==> src/rtl/switch_box_config_loader.sv <==
// switch_box_config_loader
// Word-serial configuration writer for universal_switch_box. Words are
// assembled LSB-first in a shadow register. The whole image is copied onto
// the c bus in one cycle, so the routing fabric never sees a partial pattern.
// Optional feature macro: CFG_READBACK_EN adds a readback stream of the
// committed image on rb_valid/rb_ready/rb_data, started by rb_start.
//
// Handshakes (cfg_in_* and rb_*): a word moves on a rising edge where valid
// and ready are both 1. The sender holds data stable while valid is high
// and ready is low. cfg_start has priority over a concurrent cfg_in word.
`timescale 1ns/1ps
module switch_box_config_loader #(
   parameter int WS = 7,
   parameter int WD = 6,
   parameter int WW = 8,
   localparam int CW = WS*6 + (WD/2)*6,
   localparam int NW = (CW + WW - 1) / WW
) (
   input  logic          clk,
   input  logic          rst,
   input  logic          cfg_start,
   input  logic          cfg_in_valid,
   output logic          cfg_in_ready,
   input  logic [WW-1:0] cfg_in_data,
   output logic          cfg_busy,
   output logic          cfg_done,
   output logic [CW-1:0] c
`ifdef CFG_READBACK_EN
   ,
   input  logic          rb_start,
   output logic          rb_valid,
   input  logic          rb_ready,
   output logic [WW-1:0] rb_data
`endif
);

   localparam int WCW = $clog2(NW + 1);

   localparam logic [1:0] IDLE   = 2'd0;
   localparam logic [1:0] LOAD   = 2'd1;
   localparam logic [1:0] COMMIT = 2'd2;
`ifdef CFG_READBACK_EN
   localparam logic [1:0] RB     = 2'd3;
`endif

   logic [1:0]     state;
   logic [WCW-1:0] wcnt;
   logic [CW-1:0]  shadow;
   logic           xfer;
   logic           last_word;

   // A restart pulse wins over a word offered in the same cycle.
   assign xfer      = cfg_in_valid && cfg_in_ready && !cfg_start;
   assign last_word = (wcnt == WCW'(NW - 1));

`ifdef CFG_READBACK_EN
   logic [WCW-1:0] rcnt;
   logic           rb_last;

   assign rb_last = (rcnt == WCW'(NW - 1));

   // Word k of the committed image; bits above CW-1 read as zero.
   function automatic logic [WW-1:0] word_of(input logic [CW-1:0] img, input int k);
      logic [WW-1:0] w;
      w = '0;
      for (int b = 0; b < WW; b++) begin
         if (k*WW + b < CW) w[b] = img[k*WW + b];
      end
      return w;
   endfunction
`endif

   // Control FSM; ready, busy and done are registered so they are glitch-free decodes.
   always_ff @(posedge clk or posedge rst) begin
      if (rst) begin
         state        <= IDLE;
         wcnt         <= '0;
         cfg_in_ready <= 1'b0;
         cfg_busy     <= 1'b0;
         cfg_done     <= 1'b0;
         c            <= '0;
      end else begin
         cfg_done <= 1'b0;
         case (state)
            IDLE: begin
               if (cfg_start) begin
                  state        <= LOAD;
                  wcnt         <= '0;
                  cfg_in_ready <= 1'b1;
                  cfg_busy     <= 1'b1;
               end
`ifdef CFG_READBACK_EN
               else if (rb_start) begin
                  state    <= RB;
                  cfg_busy <= 1'b1;
               end
`endif
            end
            LOAD: begin
               if (cfg_start) begin
                  wcnt <= '0;
               end else if (xfer) begin
                  wcnt <= wcnt + WCW'(1);
                  if (last_word) begin
                     state        <= COMMIT;
                     cfg_in_ready <= 1'b0;
                  end
               end
            end
            COMMIT: begin
               c        <= shadow;
               cfg_done <= 1'b1;
               cfg_busy <= 1'b0;
               state    <= IDLE;
            end
`ifdef CFG_READBACK_EN
            RB: begin
               if (rb_valid && rb_ready && rb_last) begin
                  state    <= IDLE;
                  cfg_busy <= 1'b0;
               end
            end
`endif
            default: begin
               state        <= IDLE;
               cfg_in_ready <= 1'b0;
               cfg_busy     <= 1'b0;
            end
         endcase
      end
   end

   // Shadow assembly: bit b belongs to word b/WW; padding bits of the last word are dropped.
   always_ff @(posedge clk or posedge rst) begin
      if (rst) begin
         shadow <= '0;
      end else begin
         for (int b = 0; b < CW; b++) begin
            if (xfer && (wcnt == WCW'(b / WW))) shadow[b] <= cfg_in_data[b % WW];
         end
      end
   end

`ifdef CFG_READBACK_EN
   // Readback streamer: presents word rcnt of the committed image while in RB.
   always_ff @(posedge clk or posedge rst) begin
      if (rst) begin
         rb_valid <= 1'b0;
         rb_data  <= '0;
         rcnt     <= '0;
      end else if (state == IDLE && !cfg_start && rb_start) begin
         rb_valid <= 1'b1;
         rb_data  <= word_of(c, 0);
         rcnt     <= '0;
      end else if (state == RB && rb_valid && rb_ready) begin
         if (rb_last) begin
            rb_valid <= 1'b0;
            rb_data  <= '0;
         end else begin
            rcnt    <= rcnt + WCW'(1);
            rb_data <= word_of(c, int'(rcnt) + 1);
         end
      end
   end
`endif

endmodule

==> config.mk <==
export PLATFORM = sky130hd
export DESIGN_NAME = switch_box_config_loader
export DESIGN_NICKNAME = d
export VERILOG_FILES = /design/src/rtl/switch_box_config_loader.sv
export SDC_FILE = /design/constraint.sdc
export NUM_CORES = 1
export LEC_CHECK = 0
export CORE_ASPECT_RATIO = 1.5
export CORE_MARGIN = 4
export CORE_UTILIZATION = 54
export DETAILED_ROUTE_END_ITERATION = 7
export PLACE_DENSITY = 0.84
export SYNTH_ARGS = -nofsm -noshare
export SYNTH_HDL_FRONTEND = slang
export SYNTH_SLANG_ARGS = --single-unit
export TNS_END_PERCENT = 50
==> constraint.sdc <==
create_clock -name clk -period 5 [get_ports clk]
set_input_delay 1 -clock clk [delete_from_list [all_inputs] [get_ports clk]]
set_output_delay 1 -clock clk [all_outputs]
set_load 0.02 [all_outputs]
==> reports/qor.yml, run 1 <==
status: "finished clean"
final_cell_area_um2: 6496
cts-hold-fix-buffers: 0
worstPathCellList: "clkdlybuf4s50_1"
hold_path_startpoint: "c[0]$_DFFE_PP0N_"
sequential_area_um2: 3228
io_buffers: 74
die_w_um: 87.07
worstSkewPairLatency_ps: 400
p_sw_mw: 0.5213
detail_route.first_pass.iterations: 4
layout-area-overhead-vs-synth_pct: 28.29
cap_viol_max_count: 0
fin_nets: 409
route.detailed.drc: 0
regToRegStartpoint: "state[1]$_DFFE_PP0P_"
routabilityCongestion: 0.7851
post_route_cells_drive_above_1_share_pct: 40.64
use_met3_pct: 5.783
rows: 43
hold_viol_final: 0
fill_cells: 596
sw_frac_of_total_pct: 20.54
worstPathBufferInverterCount: 1
total_leakage_power_nw: 3.145
first_global_vias: 3138
num_vias: 2845
io_pins: 75
post-route-min-period_ps: 2508
netlist-cell-type-count: 31
n_antenna_cell: 0
rsz0062_at_grt: "no"
globalRouteOverflowTotal: 0
worstPathRequired_ps: 4000
setup_ws_post_layout_ps: 2492
timing.critical_path.to_type: "primary output"
dominantRegCellSynth: "sky130_fd_sc_hd__dfrtp_1"
tightest_slew_ps: 796.1
slew_violations: 0
multi_input_comb_area_um2: 1725
synth_area_per_cell_um2: 16.39
hp-class: "reg2reg"
die_height_um: 126.6
synth_cells: 309
clock_sink_count: 129
timing.setup.critical_path_class: "reg2out"
post_synth_instance_area_um2: 5064
synth_edf_count: 0
grt_max_degree: 68
tritoncts: "yes"
ctsResizeCount: 0
critPathLaunchType: "flop"
drt_first_iter_violations: 139
power_frac_comb_pct: 5.5
use_met2_pct: 35.26
postPlaceCellArea_um2: 5889
layout.cells.most_common_list: "sky130_fd_sc_hd__dfrtp_1 (129), sky130_fd_sc_hd__mux2_2 (103), sky130_fd_sc_hd__clkdlybuf4s50_1 (74), sky130_fd_sc_hd__clkbuf_16 (17), sky130_fd_sc_hd__mux2_4 (16)"
cp_slowest_stage_delay_ps: 650
first_pass_grt_wire_length_mm: 16.64
fp.coreArea_um2: 9200
clk_transition_reported_paths_ps: 50
avgViaCountPerCell: 5.492
dpl.hpwl_mm: 6.571
grt_usage_pct: 20.42
synth.ff_latch_count: 129
cp_data_arrival_time_ps: 1510
vdd.ir_drop.worst_mv: 0.2809
sum_of_routed_wire_length_over_all_layers_mm: 10.27
setup_viol_count_final: 0
cts_setup_buffers: 0
dieArea_um2: 11020
antenna_found_initial: 0
root_buffer: "sky130_fd_sc_hd__clkbuf_16"
worst_setup_path_startpoint: "cfg_in_ready$_DFFE_PP0P_"
synth_fp_nets: 325
grt.busiest_layer: "met2"
cellPowerDensity_nw_per_um2: 390.8
critPathMaxFanout: 7
seqPwrFrac_pct: 45.9
ys.warnings.count: 0
max_freq_mhz: 398.7
synth_sequential_area_ratio_pct: 63.75
layout_commonest_cell: "sky130_fd_sc_hd__dfrtp_1"
slew-limit-headroom_pct: 46.92
clock_tree.htree_level_count: 4
wl_per_cell_um: 19.83
setup_total_negative_slack_ps: 0
asyncSetResetFlopFracSynth_pct: 100.0
period_share_pct: 50.16
pre_cts_slack_ps: 2294
cp_top_family: "buffers and inverters"
initial_core_util_pct: 55.04
cellInternalPower_mw: 2.017
cpMaxStageDelayCell: "sky130_fd_sc_hd__clkdlybuf4s50_1"
clk_path_buf_depth: 2
clockPowerShare_pct: 48.6
hold_slack_ps: 501.4
worst_clock_skew_ps: 7.627
drt.antenna.violating_nets: 0
grt_util_met1_pct: 23.98
cts_inserted_buffers: 17
logic make-up (layout without fill, tap and decap cells):
| kind of cell | count (synthesis) | in the layout | synth area share (%) |
|---|---|---|---|
| DFF | 129 | 129 | 63.75 |
| muxes | 120 | 120 | 27.87 |
| and+or+nand+nor | 22 | 22 | 3.410 |
| buffers and inverters | 20 | 117 | 2.224 |
| AOI/OAI and AO/OA | 14 | 14 | 1.755 |
| adders and majority gates | 4 | 4 | 0.9884 |
synth_stat cells (3+ instances only):
| library cell | instances | area share (%) |
|---|---|---|
| sky130_fd_sc_hd__mux2_2 | 103 | 23 |
| sky130_fd_sc_hd__buf_6 | 4 | 0.89 |
| sky130_fd_sc_hd__inv_1 | 8 | 0.59 |
| sky130_fd_sc_hd__o21ai_0 | 6 | 0.59 |
| sky130_fd_sc_hd__buf_2 | 6 | 0.59 |
| sky130_fd_sc_hd__nand2_1 | 3 | 0.22 |
| sky130_fd_sc_hd__dfrtp_1 | 129 | 64 |
| sky130_fd_sc_hd__mux2_4 | 16 | 4.7 |
| sky130_fd_sc_hd__ha_1 | 4 | 0.99 |
worst paths after layout:
kind,depth (start not counted),to,slack (ps)
setup / recovery,1,cfg_in_ready,2490
hold / removal,1,c[0]$_DFFE_PP0N_,500
setup reg to reg,3,c[13]$_DFFE_PP0N_,3170
hold reg to reg,1,c[0]$_DFFE_PP0N_,500
max in group asynchronous,3,c[12]$_DFFE_PP0N_,2950
min in group asynchronous,2,c[14]$_DFFE_PP0N_,1110
metal layers:
metal | wire length, µm | vias to the layer above
li1 | - | 1273
met1 | 3955 | 1496
met2 | 5870 | 70
met3 | 333 | 6
met4 | 110 | 0
met5 | 0 | -
final cells by class:
class                   instances  area share [%]
flip-flops and latches        129           49.69
repair buffers                 77           11.75
inverters                       8          0.5008
clock inverters                10           2.042
clock buffers                  22           7.300
well taps                     112           2.157
multi-input cells             160           26.56
power groups by stage:
stage / Combinational, mW / Sequential (mW) / Clock (mW)
4_1_cts: 0.142 / 1.16 / 1.26
3_5_place_dp: 0.140 / 1.18 / 0
2_1_floorplan: 0.101 / 1.16 / 0
3_3_place_gp: 0.132 / 1.17 / 0
6_report: 0.139 / 1.16 / 1.23
5_1_grt: 0.155 / 1.17 / 1.30
through the flow:
step           utilization (%)  instances  total power, mW
6_report                 70.61        518            2.538
5_1_grt                  70.61        518            2.631
4_1_cts                  70.61        518            2.563
3_5_place_dp             64.01        486            1.321
3_3_place_gp             64.01        486            1.307
2_1_floorplan                -        309            1.265
sequential cells by signal, summed over array words and instances (netlist names):
name and cells:
c 60, cfg_busy 1, cfg_done 1, cfg_in_ready 1
shadow 60, state 2, wcnt 4
(Power assumes the default switching activity.)
==> run 2: changes to the inputs <==
- CORE_UTILIZATION: 54 -> 48
- PLACE_DENSITY: 0.84 -> 0.79
- clock period: 5 -> 2.2 ns (I/O delays scaled with it)
==> reports/qor.yml, run 2 (synthesized netlist as in run 1, its figures left out) <==
cap_viol_max_count: 0  # unchanged
critPathLaunchType: "flop"
antenna_found_initial: 0  # unchanged
root_buffer: "sky130_fd_sc_hd__clkbuf_16"
worstSkewPairLatency_ps: 410  # about the same
vdd.ir_drop.worst_mv: 0.5838  # +110%
top_registers: "c x60, shadow x60, wcnt x4"
detail_route.first_pass.iterations: 4  # unchanged
cp_top_family: "buffers and inverters"
p_sw_mw: 1.190  # +130%
initial_core_util_pct: 49.41  # -5.6 points
globalRouteOverflowTotal: 0  # unchanged
cts_inserted_buffers: 17  # unchanged
status: "finished clean"
wl_per_cell_um: 18.29  # -7.7%
layout-area-overhead-vs-synth_pct: 30.64
postPlaceCellArea_um2: 5979  # +1.5%
slew-limit-headroom_pct: 61.79  # +15 points
layout_commonest_cell: "sky130_fd_sc_hd__dfrtp_1"
clk_path_buf_depth: 2  # unchanged
critPathMaxFanout: 7  # unchanged
die_height_um: 133.8  # +5.7%
first_global_vias: 3006  # -4.2%
use_met2_pct: 30.85  # -4.4 points
routabilityCongestion: 0.7803  # -0.61%
power_frac_comb_pct: 5.3  # -0.2 points
tritoncts: "yes"
post-route-min-period_ps: 1960
cts-hold-fix-buffers: 0  # unchanged
pre_cts_slack_ps: 98.81  # -2195 ps
num_vias: 2808  # -1.3%
route.detailed.drc: 0  # unchanged
final_cells: 549  # +6.0%
setup_ws_post_layout_ps: 239.8  # -2252 ps
hold_viol_final: 0  # unchanged
setup_total_negative_slack_ps: 0  # unchanged
grt.busiest_layer: "met2"
io_buffers: 74  # unchanged
period_share_pct: 89.10
tightest_slew_ps: 573.1  # -223.0 ps
final_cell_area_um2: 6615  # +1.8%
drt_first_iter_violations: 138  # -0.72%
seqPwrFrac_pct: 44.5  # -1.4 points
path_depth: 1  # unchanged
sw_frac_of_total_pct: 20.01  # -0.53 points
cts_setup_buffers: 0  # unchanged
clock_sink_count: 129  # unchanged
timing.critical_path.to_type: "primary output"
post_route_cells_drive_above_1_share_pct: 40.69  # +0.046 points
n_antenna_cell: 0  # unchanged
hp-class: "in2async"
timing.setup.critical_path_class: "reg2out"
worst_clock_skew_ps: 7.684  # +0.05696 ps
worstPathCellList: "clkdlybuf4s50_1"
grt_usage_pct: 17.54  # -2.9 points
layout.cells.most_common_list: "sky130_fd_sc_hd__dfrtp_1 (129), sky130_fd_sc_hd__mux2_2 (103), sky130_fd_sc_hd__clkdlybuf4s50_1 (74), sky130_fd_sc_hd__clkbuf_16 (17), sky130_fd_sc_hd__mux2_4 (16)"
drt.antenna.violating_nets: 0  # unchanged
placed_cells_incl_taps: 517  # +6.4%
rsz0062_at_grt: "no"
worstPathRequired_ps: 1760  # -2240 ps
dieArea_um2: 12290  # +11%
fin_nets: 411  # +0.49%
fp.coreArea_um2: 10250  # +11%
grt_max_degree: 107  # +57%
avgViaCountPerCell: 5.115  # -6.9%
cpMaxStageDelayCell: "sky130_fd_sc_hd__clkdlybuf4s50_1"
cp_slowest_stage_delay_ps: 650  # about the same
cellPowerDensity_nw_per_um2: 898.9  # +130%
ctsResizeCount: 0  # unchanged
use_met3_pct: 5.107  # -0.68 points
grt_util_met1_pct: 20.44  # -3.5 points
dpl.hpwl_mm: 6.982  # +6.3%
slew_violations: 0  # unchanged
cellInternalPower_mw: 4.756  # +140%
cp_data_arrival_time_ps: 1520  # about the same
clk_transition_reported_paths_ps: 60  # about the same
sum_of_routed_wire_length_over_all_layers_mm: 10.04  # -2.2%
die_w_um: 91.86  # +5.5%
ff2ff_path_depth: 4  # +1
clockPowerShare_pct: 50.2  # +1.6 points
clock_tree.htree_level_count: 4  # unchanged
first_pass_grt_wire_length_mm: 16.33  # -1.9%
total_leakage_power_nw: 3.183  # +1.2%
rows: 45  # +4.7%
setup_viol_count_final: 0  # unchanged
io_pins: 75  # unchanged
worstPathBufferInverterCount: 1  # unchanged
max_freq_mhz: 510.1
[run 2: layout make-up]
| class | count | area (µm²) |
|---|---|---|
| fillers | 737 | 3632 |
| multi-input cells | 160 | 1725 |
| inverters | 8 | 33.78 |
| clock buffers | 21 | 450.4 |
| well taps | 141 | 176.4 |
| flip-flops and latches | 129 | 3228 |
| repair buffers | 79 | 815.8 |
| clock inverters | 11 | 185.2 |
[run 2: power groups by stage]
stage               Combinational [mW]  Clock [mW]  Sequential, mW
floorplan                        0.229           0            2.65
global placement                 0.306           0            2.67
detailed placement               0.322           0            2.69
CTS                              0.326        3.03            2.65
global route                     0.355        3.13            2.67
finish                           0.318        2.98            2.65
[run 2: metal layers]
metal	wire length, µm	vias to the layer above
li1	-	1274
met4	98	0
met1	3973	1478
met2	5644	49
met5	0	-
met3	326	7
[run 2: stage by stage]
stage                     hold slack, ps  power [mW]  util [%]
after global routing               507.8       6.150     64.55
after detailed placement           487.9       3.007     58.35
after CTS                          487.7       6.003     64.55
after floorplan                    460.2       2.877         -
final                              488.9       5.946     64.55
after global placement             475.3       2.976     58.35
[run 2: worst reg2reg max path, stage by stage (launching register included)]
cell and delay [ps]:
sky130_fd_sc_hd__dfrtp_1 450, sky130_fd_sc_hd__inv_1 100, sky130_fd_sc_hd__nand2_2 410, sky130_fd_sc_hd__buf_12 260, sky130_fd_sc_hd__mux2_2 370
[run 2: path summary, 6_finish.rpt]
kind                                     startpoint                endpoint  slack, ps
setup reg to reg               state[0]$_DFFE_PP0P_        c[6]$_DFFE_PP0N_        480
hold / removal                                  rst  shadow[14]$_DFFE_PP0P_        490
hold reg to reg              shadow[29]$_DFFE_PP0P_       c[29]$_DFFE_PP0N_        500
max in group asynchronous                       rst       c[24]$_DFFE_PP0N_       1200
setup / recovery           cfg_in_ready$_DFFE_PP0P_            cfg_in_ready        240
min in group clk             shadow[29]$_DFFE_PP0P_       c[29]$_DFFE_PP0N_        500
